### src/rtl/picorv32_freeahb_pkg.sv
// Shared encodings for the PicoRV32 to FreeAHB bridge: transfer sizes,
// protection codes, controller states and the error read value.
package picorv32_freeahb_pkg;

   localparam logic [2:0] SIZE_BYTE = 3'b000;
   localparam logic [2:0] SIZE_HALF = 3'b001;
   localparam logic [2:0] SIZE_WORD = 3'b010;

   localparam logic [3:0] PROT_INSTR = 4'b0000;
   localparam logic [3:0] PROT_DATA  = 4'b0001;

   localparam logic [31:0] ERR_RDATA = 32'hDEADBEEF;

   typedef enum logic [2:0] {
      IDLE,
      RD_REQ,
      RD_WAIT,
      WR_ISSUE,
      WR_DRAIN,
      DONE,
      HOLD
   } bridge_state_t;

   // FreeAHB wants the transfer length in bits alongside the size code.
   function automatic logic [31:0] len_for_size(input logic [2:0] size);
      case (size)
         SIZE_BYTE: return 32'd8;
         SIZE_HALF: return 32'd16;
         default:   return 32'd32;
      endcase
   endfunction

   // Lowest byte lane present in a lane mask; used to right-align piece data.
   function automatic logic [1:0] lowest_lane(input logic [3:0] mask);
      logic [1:0] lane;
      lane = 2'd0;
      for (int i = 3; i >= 0; i--) begin
         if (mask[i]) lane = 2'(i);
      end
      return lane;
   endfunction

endpackage

### src/rtl/picorv32_wstrb_splitter.sv
// Breaks a PicoRV32 write strobe into naturally aligned FreeAHB pieces,
// listed in ascending address order, and describes the selected piece.
module picorv32_wstrb_splitter
   import picorv32_freeahb_pkg::*;
#(
   parameter int unsigned BIG_ENDIAN    = 1,
   parameter int unsigned MERGE_STROBES = 1
) (
   input  logic [3:0] wstrb,
   input  logic [1:0] piece,
   output logic [1:0] offset,
   output logic [2:0] size,
   output logic [3:0] lane_mask,
   output logic       last
);

   logic [3:0] amask;
   logic [3:0] amask_piece;
   logic [1:0] p_off  [4];
   logic [2:0] p_size [4];
   logic [2:0] count;

   // Reorder strobes into address order, then build the piece list.
   always_comb begin
      for (int k = 0; k < 4; k++) begin
         amask[k] = (BIG_ENDIAN != 0) ? wstrb[3-k] : wstrb[k];
      end
      count = 3'd0;
      for (int i = 0; i < 4; i++) begin
         p_off[i]  = 2'd0;
         p_size[i] = SIZE_BYTE;
      end
      if ((MERGE_STROBES != 0) && (amask == 4'hF)) begin
         p_size[0] = SIZE_WORD;
         count     = 3'd1;
      end else begin
         for (int h = 0; h < 2; h++) begin
            if ((MERGE_STROBES != 0) && amask[2*h] && amask[2*h+1]) begin
               p_off[count[1:0]]  = 2'(2*h);
               p_size[count[1:0]] = SIZE_HALF;
               count              = count + 3'd1;
            end else begin
               for (int b = 0; b < 2; b++) begin
                  if (amask[2*h+b]) begin
                     p_off[count[1:0]]  = 2'(2*h+b);
                     p_size[count[1:0]] = SIZE_BYTE;
                     count              = count + 3'd1;
                  end
               end
            end
         end
      end
   end

   // Describe the requested piece and map its bytes back onto data lanes.
   always_comb begin
      offset = p_off[piece];
      size   = p_size[piece];
      last   = ((3'(piece) + 3'd1) == count);
      case (size)
         SIZE_WORD: amask_piece = 4'hF;
         SIZE_HALF: amask_piece = 4'b0011 << offset;
         default:   amask_piece = 4'b0001 << offset;
      endcase
      for (int k = 0; k < 4; k++) begin
         lane_mask[k] = (BIG_ENDIAN != 0) ? amask_piece[3-k] : amask_piece[k];
      end
   end

endmodule

### src/rtl/picorv32_freeahb_bridge.sv
// Converts PicoRV32 native memory requests into FreeAHB master transfers,
// splitting partial writes into aligned pieces and holding off the core
// for a fixed number of cycles after each completion.
module picorv32_freeahb_bridge
   import picorv32_freeahb_pkg::*;
#(
   parameter int unsigned BIG_ENDIAN     = 1,
   parameter int unsigned MERGE_STROBES  = 1,
   parameter int unsigned WDATA_RALIGN   = 0,
   parameter int unsigned HOLD_CYCLES    = 4,
   parameter int unsigned TIMEOUT_CYCLES = 0
) (
   input  logic        clk,
   input  logic        reset,
   input  logic        mem_valid,
   input  logic        mem_instr,
   output logic        mem_ready,
   input  logic [31:0] mem_addr,
   input  logic [31:0] mem_wdata,
   input  logic [3:0]  mem_wstrb,
   output logic [31:0] mem_rdata,
   output logic [31:0] freeahb_wdata,
   output logic        freeahb_valid,
   output logic [31:0] freeahb_addr,
   output logic [2:0]  freeahb_size,
   output logic        freeahb_write,
   output logic        freeahb_read,
   output logic [31:0] freeahb_min_len,
   output logic        freeahb_cont,
   output logic [3:0]  freeahb_prot,
   output logic        freeahb_lock,
   input  logic        freeahb_next,
   input  logic [31:0] freeahb_rdata,
   input  logic        freeahb_ready,
   output logic        bus_err
);

   bridge_state_t state, state_next;

   logic [31:0] addr_q;
   logic [31:0] wdata_q;
   logic [3:0]  wstrb_q;
   logic        instr_q;
   logic [1:0]  piece_idx;
   logic [31:0] cnt;

   logic [1:0]  pc_offset;
   logic [2:0]  pc_size;
   logic [3:0]  pc_lane_mask;
   logic        pc_last;
   logic [31:0] lane_bits;

   logic        timeout_due;
   logic        accept_req;
   logic        piece_done;
   logic        take_rdata;
   logic        timeout_take;

   assign freeahb_cont = 1'b0;
   assign freeahb_lock = 1'b0;
   assign timeout_due  = (TIMEOUT_CYCLES != 0) && (cnt == (TIMEOUT_CYCLES - 1));

   picorv32_wstrb_splitter #(
      .BIG_ENDIAN    (BIG_ENDIAN),
      .MERGE_STROBES (MERGE_STROBES)
   ) u_splitter (
      .wstrb     (wstrb_q),
      .piece     (piece_idx),
      .offset    (pc_offset),
      .size      (pc_size),
      .lane_mask (pc_lane_mask),
      .last      (pc_last)
   );

   // State register; reset abandons any transfer in flight.
   always_ff @(posedge clk) begin
      if (reset) state <= IDLE;
      else       state <= state_next;
   end

   // Next-state decode and FreeAHB/PicoRV32 handshake outputs.
   always_comb begin
      state_next      = state;
      mem_ready       = 1'b0;
      freeahb_valid   = 1'b0;
      freeahb_read    = 1'b0;
      freeahb_write   = 1'b0;
      freeahb_addr    = 32'd0;
      freeahb_size    = SIZE_WORD;
      freeahb_min_len = 32'd0;
      freeahb_wdata   = 32'd0;
      freeahb_prot    = PROT_DATA;
      accept_req      = 1'b0;
      piece_done      = 1'b0;
      take_rdata      = 1'b0;
      timeout_take    = 1'b0;
      for (int k = 0; k < 4; k++) lane_bits[8*k +: 8] = {8{pc_lane_mask[k]}};

      case (state)
         IDLE: begin
            if (mem_valid) begin
               accept_req = 1'b1;
               state_next = (mem_wstrb == 4'd0) ? RD_REQ : WR_ISSUE;
            end
         end
         RD_REQ: begin
            freeahb_valid   = 1'b1;
            freeahb_read    = 1'b1;
            freeahb_addr    = addr_q;
            freeahb_min_len = len_for_size(SIZE_WORD);
            freeahb_prot    = instr_q ? PROT_INSTR : PROT_DATA;
            if (freeahb_next) begin
               state_next = RD_WAIT;
            end else if (timeout_due) begin
               timeout_take = 1'b1;
               state_next   = DONE;
            end
         end
         RD_WAIT: begin
            freeahb_prot = instr_q ? PROT_INSTR : PROT_DATA;
            if (freeahb_ready) begin
               take_rdata = 1'b1;
               state_next = DONE;
            end else if (timeout_due) begin
               timeout_take = 1'b1;
               state_next   = DONE;
            end
         end
         WR_ISSUE: begin
            freeahb_valid   = 1'b1;
            freeahb_write   = 1'b1;
            freeahb_addr    = {addr_q[31:2], pc_offset};
            freeahb_size    = pc_size;
            freeahb_min_len = len_for_size(pc_size);
            freeahb_prot    = instr_q ? PROT_INSTR : PROT_DATA;
            freeahb_wdata   = (WDATA_RALIGN != 0)
                              ? ((wdata_q & lane_bits) >> {lowest_lane(pc_lane_mask), 3'b000})
                              : wdata_q;
            if (freeahb_next) begin
               piece_done = 1'b1;
               if (pc_last) state_next = WR_DRAIN;
            end else if (timeout_due) begin
               timeout_take = 1'b1;
               state_next   = DONE;
            end
         end
         WR_DRAIN: begin
            freeahb_prot = instr_q ? PROT_INSTR : PROT_DATA;
            if (freeahb_next) begin
               state_next = DONE;
            end else if (timeout_due) begin
               timeout_take = 1'b1;
               state_next   = DONE;
            end
         end
         DONE: begin
            mem_ready  = 1'b1;
            state_next = HOLD;
         end
         HOLD: begin
            if (cnt == (HOLD_CYCLES - 1)) state_next = IDLE;
         end
         default: state_next = IDLE;
      endcase
   end

   // Request latch, piece index, dwell counter, read data and error flag.
   always_ff @(posedge clk) begin
      if (reset) begin
         addr_q    <= 32'd0;
         wdata_q   <= 32'd0;
         wstrb_q   <= 4'd0;
         instr_q   <= 1'b0;
         piece_idx <= 2'd0;
         cnt       <= 32'd0;
         mem_rdata <= 32'd0;
         bus_err   <= 1'b0;
      end else begin
         if (accept_req) begin
            addr_q    <= mem_addr;
            wdata_q   <= mem_wdata;
            wstrb_q   <= mem_wstrb;
            instr_q   <= mem_instr;
            piece_idx <= 2'd0;
         end else if (piece_done && !pc_last) begin
            piece_idx <= piece_idx + 2'd1;
         end
         if ((state_next != state) || piece_done) cnt <= 32'd0;
         else if (cnt != 32'hFFFF_FFFF)           cnt <= cnt + 32'd1;
         if (take_rdata) mem_rdata <= freeahb_rdata;
         if (timeout_take) begin
            mem_rdata <= ERR_RDATA;
            bus_err   <= 1'b1;
         end
      end
   end

endmodule

### config.mk
export PLATFORM = sky130hd
export DESIGN_NAME = picorv32_freeahb_bridge
export DESIGN_NICKNAME = d
export VERILOG_FILES = /design/src/rtl/picorv32_freeahb_pkg.sv /design/src/rtl/picorv32_wstrb_splitter.sv /design/src/rtl/picorv32_freeahb_bridge.sv
export SDC_FILE = /design/constraint.sdc
export NUM_CORES = 1
export LEC_CHECK = 0
export BUFFER_PORTS_ARGS = -buffer_cell sky130_fd_sc_hd__buf_4
export CAP_MARGIN = 5
export CORE_ASPECT_RATIO = 0.9
export CORE_MARGIN = 1
export CORE_UTILIZATION = 50
export DETAILED_ROUTE_END_ITERATION = 8
export PLACE_DENSITY = 0.81
export SLEW_MARGIN = 20
export SYNTH_ARGS = -nofsm -noshare
export SYNTH_HDL_FRONTEND = slang
export SYNTH_HIERARCHICAL = 1
export SYNTH_SLANG_ARGS = --single-unit
### constraint.sdc
create_clock -name clk -period 3.9 [get_ports clk]
set_input_delay 0.195 -clock clk [delete_from_list [all_inputs] [get_ports clk]]
set_output_delay 0.195 -clock clk [all_outputs]
set_load 0.02 [all_outputs]
==> flow_summary.toml <==
[floorplan]
dieArea_um2 = 13800
chipHeight_um = 112
core-area_um2 = 12900
initial_core_util = 0.519
num_rows = 39
ioPinCount = 248
die_w_um = 124

[layout]
drive_above_1_share = 0.259
multi_input_area_um2 = 3480
finalInstanceArea_um2 = 8820
seq_area_um2 = 2760
n_fill_cell = 1075
area_growth_pct = 32.0
n_antenna_cell = 0
fin_cells = 1227
nets = 1165
fin_util = 0.685

[power]
pwr-share-comb = 0.192
power.internal_mw = 2.97
clkPwrFrac = 0.423
switching_share = 0.282
total_power_mw = 4.13
peakVddDrop_uv = 311
powerDensity_nw_per_um2 = 468
seq_power_share = 0.386
cellLeakagePower_nw = 3.90
switchingPower_mw = 1.16

[route]
first_pass_iters = 5
ant_nets = 0
vias = 6526
via_per_inst = 5.32
wl_um = 17300
route.detailed.drc = 0
wl_per_cell_um = 14.1
drt-initial-drc-count = 538

[clock_tree]
clkSlewWorstSetupHoldPaths_ns = 0.06
numCtsBuffers = 17
cts_resized = 0
clock-sinks = 138
cts_tree = "done"
root_buffer = "clkbuf_16"
cts_setup_buffers = 0
ctsLongestPathBuffers = 2
htreeDepth = 4
clk_latency_ns = 0.41
cts_hold_buffers = 0

[sta]
post-route-period-util = 0.805
setup_viol = 0
fin_setup_tns_ns = 0
worst_slack_ns = 0.760
maxSlewViolCount = 0
slew_headroom = 0.306
timing.fmax_ghz = 0.319
whs_ns = 0.0259
hold_viol = 0
fin_crit_ns = 3.14
rsz0062_at_grt = "no"
skew_ns = 0.00645
tightest_slew_ns = 1.03

[place]
hpwl_um = 11600
finalWeightedCongestion = 0.856
place_inst = 1196
numPortBuffers = 211
pre_cts_ws_ns = 0.815
post_dp_cell_area_um2 = 8180

[global_route]
grt_pass1_wl_um = 26900
grt_pass1_vias = 5526
antenna_found_initial = 0
grt_max_degree = 76
grt_overflow = 0
grt_usage = 0.244

[critical_path]
worst_setup_path_start_kind = "flop"
regToRegStartpoint = "wstrb_q[2]"
cp_slowest_cell = "ha_1"
slowest_delay_ns = 0.39
reg2reg_slack_ns = 0.76
required_ns = 4.22
endpoint_kind = "flop"
critPathLaunch = "wstrb_q[2]"
crit_fanout = 32
crit_type = "reg2reg"
crit_chain = "inv_1 -> ha_1 -> ha_1 -> nor2b_1 -> o31ai_1 -> xnor2_1 -> nor3_1 -> nor2b_1 -> o21ai_0 -> a311o_1 -> a211o_1 -> buf_4 -> a211oi_1"
crit_arrival_ns = 3.46

[synth]
ys_warn_count = 6
postSynthAreaPerCell_um2 = 7.66
syn_area_um2 = 6680
syn-instance-count = 872

[status]
outcome = "finished, final reports clean"

[hold_path]
worstHoldStart = "mem_addr[20]"
hold_class = "in2reg"

[job]
max_cap_viol_count = 0
[state kept, by name, indices dropped and copies added, names as in the netlist]
| signal | count |
|---|---|
| addr_q | 32 |
| cnt | 32 |
| mem_rdata | 32 |
| wdata_q | 32 |
| wstrb_q | 4 |
| state | 3 |
| piece_idx | 2 |
| instr_q | 1 |
[final cells by class]
| cell class | instances | share of cell area |
|---|---|---|
| tap | 164 | 0.0233 |
| multi-input combinational | 655 | 0.394 |
| inverter | 16 | 0.00681 |
| clock inverter | 11 | 0.0220 |
| clock buffer | 20 | 0.0506 |
| sequential | 138 | 0.313 |
| timing repair buffer | 223 | 0.190 |
[path summary, 6_finish.rpt]
check        depth (start not counted)          to
max reg2reg                         13     cnt[31]
min reg2reg                          2   addr_q[5]
max                                 13     cnt[31]
min                                  3  addr_q[20]
[routing by layer]
metal,up-vias,part of all wire,track usage
li1,3262,-,-
met1,2980,0.43,0.314
met2,251,0.48,0.395
met3,33,0.064,0.0574
met4,0,0.022,0.0851
met5,-,0,0
[placed cells by master (no fill, tap or decap), types with 5 or more instances in the layout]
cell type  instances
conb_1            36
clkbuf_16         17
xnor2_1           15
bufinv_16          5
or3_1              8
nor4_1            14
inv_1             16
nand4_1            8
a211oi_1           5
nor2_1            32
nor2b_1            5
a31oi_1           13
buf_4            223
dfxtp_1          138
o21ai_0           15
ha_1               8
and3_1            66
nor3_1             7
a21oi_1          113
nand2_1          227
nand3_1           11
[power by group through the flow]
stage	logic, mW	registers [mW]	clock network (mW)
2_1_floorplan	0.536	1.62	0
6_report	0.791	1.59	1.74
3_3_place_gp	0.774	1.62	0
5_1_grt	0.868	1.61	1.84
4_1_cts	0.788	1.59	1.77
3_5_place_dp	0.782	1.62	0
[critical path: cells and delay by family, from the launching register on]
kind	cells	cell delay, ns
flip-flops	1	0.37
AO/OA/AOI/OAI	5	1.19
XOR/XNOR	1	0.15
AND/OR/NAND/NOR	3	0.38
adder cells (fa/ha/maj)	2	0.67
buffers and inverters	2	0.30
Power figures use the tool's default switching activity.
